**src/rtl/custom_types_pkg.sv**
```systemverilog
// custom_types_pkg: types and constants shared by the fetch stage, its BTB and the decode stage
//   fetch_t     - fetch pipeline latch consumed by decode
//   btb_entry_t - one direct-mapped BTB entry (tag zero-extended to BTB_TAG_W bits)
package custom_types_pkg;

   localparam int BTB_TAG_W = 30;

   localparam logic [1:0] CTR_STRONG_NT = 2'b00;
   localparam logic [1:0] CTR_WEAK_NT   = 2'b01;
   localparam logic [1:0] CTR_WEAK_T    = 2'b10;
   localparam logic [1:0] CTR_STRONG_T  = 2'b11;

   typedef struct packed {
      logic [31:0] imemload;
      logic [31:0] PC;
      logic [31:0] NPC;
      logic        branch_taken;
      logic [31:0] pred_branch_addr;
   } fetch_t;

   typedef struct packed {
      logic                 valid;
      logic [BTB_TAG_W-1:0] tag;
      logic [31:0]          target;
      logic [1:0]           ctr;
   } btb_entry_t;

endpackage

```
**src/rtl/branch_predictor.sv**
```systemverilog
// branch_predictor: direct-mapped BTB with 2-bit saturating counters
//   CLK, nRST                           - clock, async active-low reset
//   pc -> predict, target               - combinational lookup
//   upd_en, upd_pc, upd_target, upd_taken - training from branch resolution
module branch_predictor
   import custom_types_pkg::*;
#(
   parameter int BTB_ENTRIES = 8,
   parameter int BTB_IDX_W   = $clog2(BTB_ENTRIES)
) (
   input  logic        CLK,
   input  logic        nRST,
   input  logic [31:0] pc,
   output logic        predict,
   output logic [31:0] target,
   input  logic        upd_en,
   input  logic [31:0] upd_pc,
   input  logic [31:0] upd_target,
   input  logic        upd_taken
);

   btb_entry_t btb [BTB_ENTRIES];

   logic [BTB_IDX_W-1:0] idx, uidx;
   logic [BTB_TAG_W-1:0] tag, utag;
   btb_entry_t           e, ue;
   logic                 uhit;
   logic                 unused_lsbs;

   // word-aligned fetch: the byte offset bits never take part in index or tag
   assign unused_lsbs = ^{pc[1:0], upd_pc[1:0]};

   assign idx     = pc[BTB_IDX_W+1:2];
   assign tag     = BTB_TAG_W'(pc[31:BTB_IDX_W+2]);
   assign e       = btb[idx];
   assign predict = e.valid && (e.tag == tag) && e.ctr[1];
   assign target  = e.target;

   assign uidx = upd_pc[BTB_IDX_W+1:2];
   assign utag = BTB_TAG_W'(upd_pc[31:BTB_IDX_W+2]);
   assign ue   = btb[uidx];
   assign uhit = ue.valid && (ue.tag == utag);

   // lookup reads the array directly, so a same-cycle update is seen only next cycle
   always_ff @(posedge CLK or negedge nRST) begin
      if (!nRST) begin
         for (int i = 0; i < BTB_ENTRIES; i++)
            btb[i] <= '{valid: 1'b0, tag: '0, target: '0, ctr: CTR_WEAK_NT};
      end else if (upd_en) begin
         if (uhit) begin
            btb[uidx].ctr <= upd_taken ? ((ue.ctr == CTR_STRONG_T) ? CTR_STRONG_T : ue.ctr + 2'd1)
                                       : ((ue.ctr == CTR_STRONG_NT) ? CTR_STRONG_NT : ue.ctr - 2'd1);
            if (upd_taken)
               btb[uidx].target <= upd_target;
         end else if (upd_taken) begin
            btb[uidx] <= '{valid: 1'b1, tag: utag, target: upd_target, ctr: CTR_WEAK_T};
         end
      end
   end

endmodule

```
**src/rtl/fetch_stage.sv**
```systemverilog
// fetch_stage: program counter, instruction fetch request, BTB prediction and fetch latch
//   CLK, nRST                     - clock, async active-low reset
//   ihit, imemload, iREN, imemaddr - instruction memory interface
//   freeze, flush, halt           - hazard / halt control
//   redirect, redirect_pc         - PC correction from resolution
//   upd_*                         - BTB training
//   fetch_p                       - latch to decode
module fetch_stage
   import custom_types_pkg::*;
#(
   parameter logic [31:0] PC_INIT     = 32'h0000_0000,
   parameter int          BTB_ENTRIES = 8,
   parameter int          BTB_IDX_W   = $clog2(BTB_ENTRIES)
) (
   input  logic        CLK,
   input  logic        nRST,
   input  logic        ihit,
   input  logic [31:0] imemload,
   output logic        iREN,
   output logic [31:0] imemaddr,
   input  logic        freeze,
   input  logic        flush,
   input  logic        halt,
   input  logic        redirect,
   input  logic [31:0] redirect_pc,
   input  logic        upd_en,
   input  logic [31:0] upd_pc,
   input  logic [31:0] upd_target,
   input  logic        upd_taken,
   output fetch_t      fetch_p
);

   logic [31:0] pc, npc, pred_next, btb_target;
   logic        predict;

   branch_predictor #(.BTB_ENTRIES(BTB_ENTRIES), .BTB_IDX_W(BTB_IDX_W)) bp (
      .CLK(CLK),
      .nRST(nRST),
      .pc(pc),
      .predict(predict),
      .target(btb_target),
      .upd_en(upd_en),
      .upd_pc(upd_pc),
      .upd_target(upd_target),
      .upd_taken(upd_taken)
   );

   assign imemaddr  = pc;
   assign iREN      = ~halt;
   assign npc       = pc + 32'd4;
   assign pred_next = predict ? btb_target : npc;

   // redirect overrides freeze so a correction is never lost behind a stall
   always_ff @(posedge CLK or negedge nRST) begin
      if (!nRST)
         pc <= PC_INIT;
      else if (redirect)
         pc <= redirect_pc;
      else if (!freeze && ihit && !halt)
         pc <= pred_next;
   end

   always_ff @(posedge CLK or negedge nRST) begin
      if (!nRST)
         fetch_p <= '0;
      else if (flush && ihit)
         fetch_p <= '0;
      else if (!freeze && ihit)
         fetch_p <= '{imemload: imemload, PC: pc, NPC: npc, branch_taken: predict, pred_branch_addr: pred_next};
   end

endmodule
```
**config.mk**
```make
export PLATFORM = sky130hd
export DESIGN_NAME = fetch_stage
export DESIGN_NICKNAME = d
export VERILOG_FILES = /design/src/rtl/custom_types_pkg.sv /design/src/rtl/branch_predictor.sv /design/src/rtl/fetch_stage.sv
export SDC_FILE = /design/constraint.sdc
export NUM_CORES = 1
export LEC_CHECK = 0
export BUFFER_PORTS_ARGS = -buffer_cell sky130_fd_sc_hd__buf_2
export CAP_MARGIN = 20
export CORE_MARGIN = 2
export CORE_UTILIZATION = 40
export DETAILED_ROUTE_END_ITERATION = 6
export MAX_ROUTING_LAYER = met4
export SLEW_MARGIN = 10
export SYNTH_ARGS = -nofsm -noshare
export SYNTH_HDL_FRONTEND = slang
export SYNTH_HIERARCHICAL = 1
export SYNTH_SLANG_ARGS = --single-unit
```
**constraint.sdc**
```tcl
create_clock -name CLK -period 8.34 [get_ports CLK]
set_input_delay 1.668 -clock CLK [delete_from_list [all_inputs] [get_ports CLK]]
set_output_delay 1.668 -clock CLK [all_outputs]
set_load 0.02 [all_outputs]
```
==> results of run 1 <==
## logic make-up after synthesis
logic type,after synthesis,synth area share
DFF,655,0.4978
adders and majority gates,3,0.0009874
and+or+nand+nor,337,0.05245
AOI/OAI and AO/OA,324,0.06806
xor gates and xnor gates,71,0.01910
buffers and inverters,216,0.03642
muxes,770,0.3252
## placed cells by master, fill, tap and decap left out, drive strengths merged, types with 4 or more instances in the layout
| cell | n |
|---|---|
| inv | 13 |
| o221ai | 6 |
| nor2 | 48 |
| a21o | 14 |
| mux4 | 143 |
| clkinv | 16 |
| buf | 347 |
| a21boi | 6 |
| nor4 | 17 |
| o22ai | 7 |
| a31oi | 8 |
| a21oi | 55 |
| and4 | 6 |
| o21a | 5 |
| a32o | 11 |
| clkbuf | 108 |
| nand2b | 11 |
| and3 | 9 |
| xnor2 | 29 |
| dfrtp | 647 |
| nand2 | 113 |
| xor2 | 42 |
| bufinv | 6 |
| o21ai | 91 |
| nand4 | 30 |
| nor3 | 20 |
| mux2i | 117 |
| or2 | 9 |
| dfstp | 8 |
| mux2 | 510 |
| diode | 14 |
| a32oi | 14 |
| nor2b | 14 |
| clkinvlp | 5 |
| nor3b | 4 |
| a22o | 68 |
| a22oi | 31 |
| nand3 | 47 |
## worst paths after layout
check	to	slack [ns]
worst max-delay path	bp/btb[253]	2.46
worst min-delay path	fetch_p[15]	0.48
worst max register to register	imemaddr[20]	2.90
worst min register to register	fetch_p[15]	0.48
max in group asynchronous	bp/btb[515]	5.38
min in group asynchronous	bp/btb[428]	1.10
## state kept, by name (all words and copies together), names as in the netlist
register / flops
bp/btb: 496
fetch_p: 127
imemaddr: 32
## layout make-up
type                       instances  area, sq um  share of cell area
timing repair buffer             347         1918             0.05070
sequential                       655        16410              0.4338
tap                             1070         1339             0.03539
antenna                           14        35.03           0.0009260
clock buffer                     108         2180             0.05761
multi-input combinational       1505        15480              0.4091
clock inverter                    28        429.2             0.01134
inverter                          12        45.04            0.001191
## through the flow
step / area (sq um) / power, mW
after global routing: 37820 / 10.21
final: 37830 / 9.789
after CTS: 37800 / 9.854
after global placement: 35190 / 6.291
after floorplan: 32950 / 5.656
after detailed placement: 35190 / 6.399
## power by group
group          internal [mW]  leakage (nW)  switching, mW
clock                   2.03          1.26           1.40
combinational           1.15          7.28          0.964
sequential              3.79          8.15          0.461
total                   6.96          16.7           2.83
## worst min-delay path: cells and delay by family, from the launching register on
kind	cells	cell delay [ns]
AND/OR/NAND/NOR	1	0.05
flip-flops	1	0.34
AO/OA/AOI/OAI	1	0.06
## layer usage
layer  vias up  global-route usage  share of wire
met5         -                   -              0
met4         0             0.06432          0.025
met3       156             0.04551          0.068
met2       723              0.3690           0.47
met1     11700              0.3232           0.44
li1       9322                   -              -
==> results.md, run 1 <==
- Status: finished clean
- Slew Limit Fails: 0
- Drt total wl: 98340 microns
- CP Launch Type: primary input
- Static Leak: 16.69 nW
- F_max: 169.9 MHz
- GRT Total Usage: 0.2387
- Sink Count: roughly 660
- DRC Markers: 0
- Nets: 2733
- Num ports: 299
- Post-synth EDFFs: 0
- Worst path arrival time: 6.37 ns
- First-pass GRT wire length: 149500 microns
- Synth top area share: 0.4914
- FF-to-FF path depth: 10
- Fin crit share: 0.7055
- Initial antenna violation count: 20
- Distinct cells, synth: 68
- Slew HR: 0.2642
- Crit path top cell by count: buf_4
- HPWL after DPL: 62660 microns
- Syn_nets: 2514
- WHS: 0.4806 ns
- Sequential share of the synthesized area: 0.4978
- Origin of the worst setup path: upd_pc[4]
- Max Cap Violations: 0
- Ys async rst share: 1.000
- Final Util: 0.4622
- Tmin final: roughly 5.9 ns
- Clk Latency, worst-skew pair: 0.63 ns
- Cells after DPL: between 3000 and 4000
- Setup WS post-layout: 2.456 ns
- Die H: 291.0 microns
- Yosys warns: 6
- Routability Congestion: slightly below 0.9
- Final Hold Vio Count: 0
- DRT Pass-1 Iters: 5
- Worst path depth: 11
- Synth Cell Area: ~33000 sq um
- Most frequent cell after synthesis: dfrtp_1
- Die ar.: 84680 sq um
- Reg-to-reg startpoint: imemaddr[2]
- CTS tree: yes
- Worst EP required: 8.83 ns
- RSZ-0062 raised after global routing: no
- Crit Path Max Fanout: 23
- Clock transition at path regs: 0.06 ns
- Synth area leaders: dfrtp_1 (49%), mux2_2 (12%), mux4_2 (9.6%)
- Critical path's slowest cell: nor3b_4
- Average size of a mapped cell: 13.87 sq um
- Final non-filler cell total: 3739
- Tightest Pin Transition: 1.104 ns
- Peak VDD IR: 156.5 uV
- Max clock buf depth: 3
- Buffers on Ports: between 200 and 300
- Synth Register Bits: 655
- Gate Count Post-Synth: 2376
- Cell taking the most area after synthesis: dfrtp_1
- Setup WS pre-CTS: 1.855 ns
- Area Growth Syn to Fin: 14.84%
- Crit-path max cell delay: approximately 0.9 ns
- Final setup vio count: 0
- CTS Root Cell: clkbuf_16
- Total negative setup slack: 0 ns
- H-tree levels: 3
- Vias per inst: 5.857
- Filler Cell Count: roughly 7200
- Vias post-DR: 21900
- Top Family by Delay on Critical Path: simple AND/OR/NAND/NOR gates
- Antenna Violating Nets Remaining: 0
- Largest net degree at the start of global routing: 169
- Std-Cell Rows: 105
- HP Start: fetch_p[15]
- Remaining global-route overflow: 0
- # hold bufs at CTS: 0
- Starting Density: 0.4025
- CP Buf/Inv Count: 3
- Type of the worst setup path: primary input to flip-flop
- Fraction of layout cells with a size suffix above 1: 0.4399
- Synth Flop Type: dfrtp_1
- Postcts setup bufs: 0
- CTS buffer count: 74
- Post-CTS sizing: 0
- Sequence of cells on the critical path: buf_2 -> and2_1 -> buf_4 -> a22oi_1 -> a21o_1 -> a21oi_1 -> and4_1 -> nor3b_4 -> a21oi_4 -> buf_4 -> mux2_4
- Die width: 291.0 microns
- Most frequent cells after synthesis: dfrtp_1 (647), mux2_2 (358), mux2_4 (152), mux4_2 (141), mux2i_1 (117)
- Hold depth: 2
- CORE AREA: 81850 sq um
- PwrDens: 258.7 nW/um^2
- Worst min path class: flip-flop to flip-flop
- Routed length per instance: 26.30 microns
- Vias in the first global route: 22820
- Crit. End Element: flip-flop
- Clock skew: 0.03971 ns
- Initial detailed-routing violation count: 1859
(Power assumes the default switching activity.)
==> run 2, diff against run 1 <==
==> constraint.sdc (replaced) <==
create_clock -name CLK -period 5.5 [get_ports CLK]
set_input_delay 1.1 -clock CLK [delete_from_list [all_inputs] [get_ports CLK]]
set_output_delay 1.1 -clock CLK [all_outputs]
set_load 0.02 [all_outputs]
==> run 2 against run 1 <==
- sequential share of layout area is 0.31 points lower
- cell area grew 0.72%
- largest cell class unchanged
- non-clock buffer count is 8 higher
- setup slack got worse by 1.7 ns
- first-iteration DRC count shrank 10%
- critical endpoint is now imemaddr[30]
- global-route usage shrank 0.17 points
- critical path type is now flip-flop to flip-flop
- clock-buffer cell count decreased by 4
- die area unchanged
- clock skew rose by 0.027 ns
==> results.md, run 2 (same netlist as run 1, synthesis figures left out) <==
- M2 GR Usage: 0.3713 (+0.002334)
- Reg-to-reg endpoint: imemaddr[30]
- Post-CTS sizing: 0 (unchanged)
- CTS tree: yes
- Slew HR: 0.2835 (+0.01928)
- Starting Density: 0.4025 (unchanged)
- Busiest layer in global routing: met2
- CP Launch Type: flip-flop
- Met1 Use GR: 0.3186 (-0.004549)
- Vias per inst: 5.828 (-0.50%)
- # hold bufs at CTS: 0 (unchanged)
- HPWL after DPL: 62990 microns (+0.53%)
- CTS buffer count: 72 (-2.7%)
- Drt total wl: 97920 microns (-0.42%)
- Largest net degree at the start of global routing: 122 (-28%)
- Num ports: 299 (unchanged)
- Antenna Violating Nets Remaining: 0 (unchanged)
- Tightest Pin Transition: 1.071 ns (-0.03298 ns)
- Hold depth: 2 (unchanged)
- CORE AREA: 81850 sq um (unchanged)
- Reg2reg setup slack: 0.71 ns (-2.19 ns)
- Max clock buf depth: 3 (unchanged)
- Commonest non-fill, non-tap cell in the layout: dfrtp_1
- Clk Latency, worst-skew pair: 0.64 ns (about the same)
- Clock skew: 0.06675 ns (+0.02704 ns)
- Total Power: 15.02 mW (+53%)
- Type of the worst setup path: flip-flop to flip-flop
- DRC Markers: 0 (unchanged)
- Crit Path Max Fanout: 31 (+35%)
- Fin area: 38110 sq um (+0.72%)
- Slew Limit Fails: 0 (unchanged)
- Total negative setup slack: 0 ns (unchanged)
- Postcts setup bufs: 0 (unchanged)
- Worst EP required: 5.96 ns (-2.87 ns)
- Area Growth Syn to Fin: 15.67%
- Std-Cell Rows: 105 (unchanged)
- Peak VDD IR: 261.1 uV (+67%)
- Die width: 291.0 microns (unchanged)
- Final setup vio count: 0 (unchanged)
- Vias in the first global route: 22950 (+0.58%)
- HP Start: fetch_p[48]
- FF-to-FF path depth: 11 (+1)
- Met3 capacity usage during global routing: 0.04192 (-0.003589)
- PwrDens: 394.2 nW/um^2 (+52%)
- Routability Congestion: 0.8625 (-1.1%)
- Vias post-DR: 21800 (-0.47%)
- Crit. End Element: flip-flop
- Most flops, register: bp/btb
- Initial detailed-routing violation count: 1669 (-10%)
- Worst path arrival time: 5.25 ns (-1.12 ns)
- GRT Total Usage: 0.2370 (-0.001712)
- First-pass GRT wire length: 149100 microns (-0.28%)
- Clock transition at path regs: 0.06 ns (about the same)
- Fin crit share: 0.8709
- Fraction of layout cells with a size suffix above 1: 0.4406 (+0.0006768)
- Largest register FFs: 496 (unchanged)
- Status: finished clean
- Setup WS post-layout: 0.7098 ns (-1.746 ns)
- Sink Count: 655 (unchanged)
- H-tree levels: 3 (unchanged)
- Setup WS pre-CTS: 0.7333 ns (-1.122 ns)
- Die ar.: 84680 sq um (unchanged)
- Routed length per instance: 26.18 microns (-0.45%)
- Final Util: 0.4656 (+0.003332)
- Nets: 2739 (+0.22%)
- Filler Cell Count: 7213 (+0.70%)
- Worst min path class: flip-flop to flip-flop
- F_max: 208.8 MHz
- Initial antenna violation count: 19 (-5.0%)
- RSZ-0062 raised after global routing: no
- Die H: 291.0 microns (unchanged)
- DRT Pass-1 Iters: 5 (unchanged)
- Commonest non-fill, non-tap cells in the layout: dfrtp_1 (644), mux2_2 (358), buf_2 (294)
- Max Cap Violations: 0 (unchanged)
- Final Hold Vio Count: 0 (unchanged)
- Tmin final: 4.790 ns
- Buffers on Ports: 296 (unchanged)
- Static Leak: 16.83 nW (+0.80%)
- CTS Root Cell: clkbuf_16
- Dpl cell area: 35400 sq um (+0.62%)
- Hold endpoint: fetch_p[48]
- Reg-to-reg startpoint: imemaddr[2]
- Remaining global-route overflow: 0 (unchanged)
## run 2: how the worst max path moves through the flow
| stage | endpoint | from | slack [ns] | cells after the start |
|---|---|---|---|---|
| global placement | imemaddr[30] | imemaddr[2] | 0.76 | 11 |
| detailed placement | imemaddr[30] | imemaddr[2] | 0.73 | 11 |
| CTS | imemaddr[30] | imemaddr[2] | 0.71 | 11 |
| floorplan | fetch_p[0] | imemaddr[2] | 0.95 | 13 |
| finish | imemaddr[30] | imemaddr[2] | 0.71 | 11 |
| global route | imemaddr[30] | imemaddr[2] | 0.53 | 11 |
## run 2: routing by layer
metal	up-vias	share of wire
met5	-	0
met4	0	0.025
met3	173	0.066
met2	763	0.48
met1	11530	0.43
li1	9328	-
## run 2: area by class of cell
| cell class | count | area [sq um] | area share |
|---|---|---|---|
| Tap cell | 1070 | 1339 | 0.03513 |
| Clock buffer | 104 | 2123 | 0.05572 |
| Multi-Input combinational cell | 1505 | 15470 | 0.4060 |
| Clock inverter | 29 | 554.3 | 0.01455 |
| Antenna cell | 10 | 25.02 | 0.0006567 |
| Sequential cell | 655 | 16410 | 0.4307 |
| Timing Repair Buffer | 355 | 2137 | 0.05608 |
| Inverter | 12 | 45.04 | 0.001182 |
## run 2: worst max-delay path, stage by stage (launching register included)
cell      delay [ns]
dfrtp_4         0.82
buf_12          0.30
mux4_2          0.54
mux2i_1         0.35
xor2_1          0.20
nand4_1         0.14
or4_1           0.51
nor4_2          0.48
inv_1           0.52
nand3_1         0.28
buf_4           0.30
o221ai_1        0.16
## run 2: metrics by stage
stage	hold WS, ns	instances
2_1_floorplan	0.4510	2376
3_3_place_gp	0.4618	3597
3_5_place_dp	0.4673	3597
4_1_cts	0.4872	3730
5_1_grt	0.5096	3739
6_report	0.4789	3740
## run 2: power by group
| group | internal (mW) | switching, mW |
|---|---|---|
| Combinational | 1.75 | 1.44 |
| Clock | 3.25 | 2.13 |
| Sequential | 5.74 | 0.713 |
| Total | 10.7 | 4.28 |
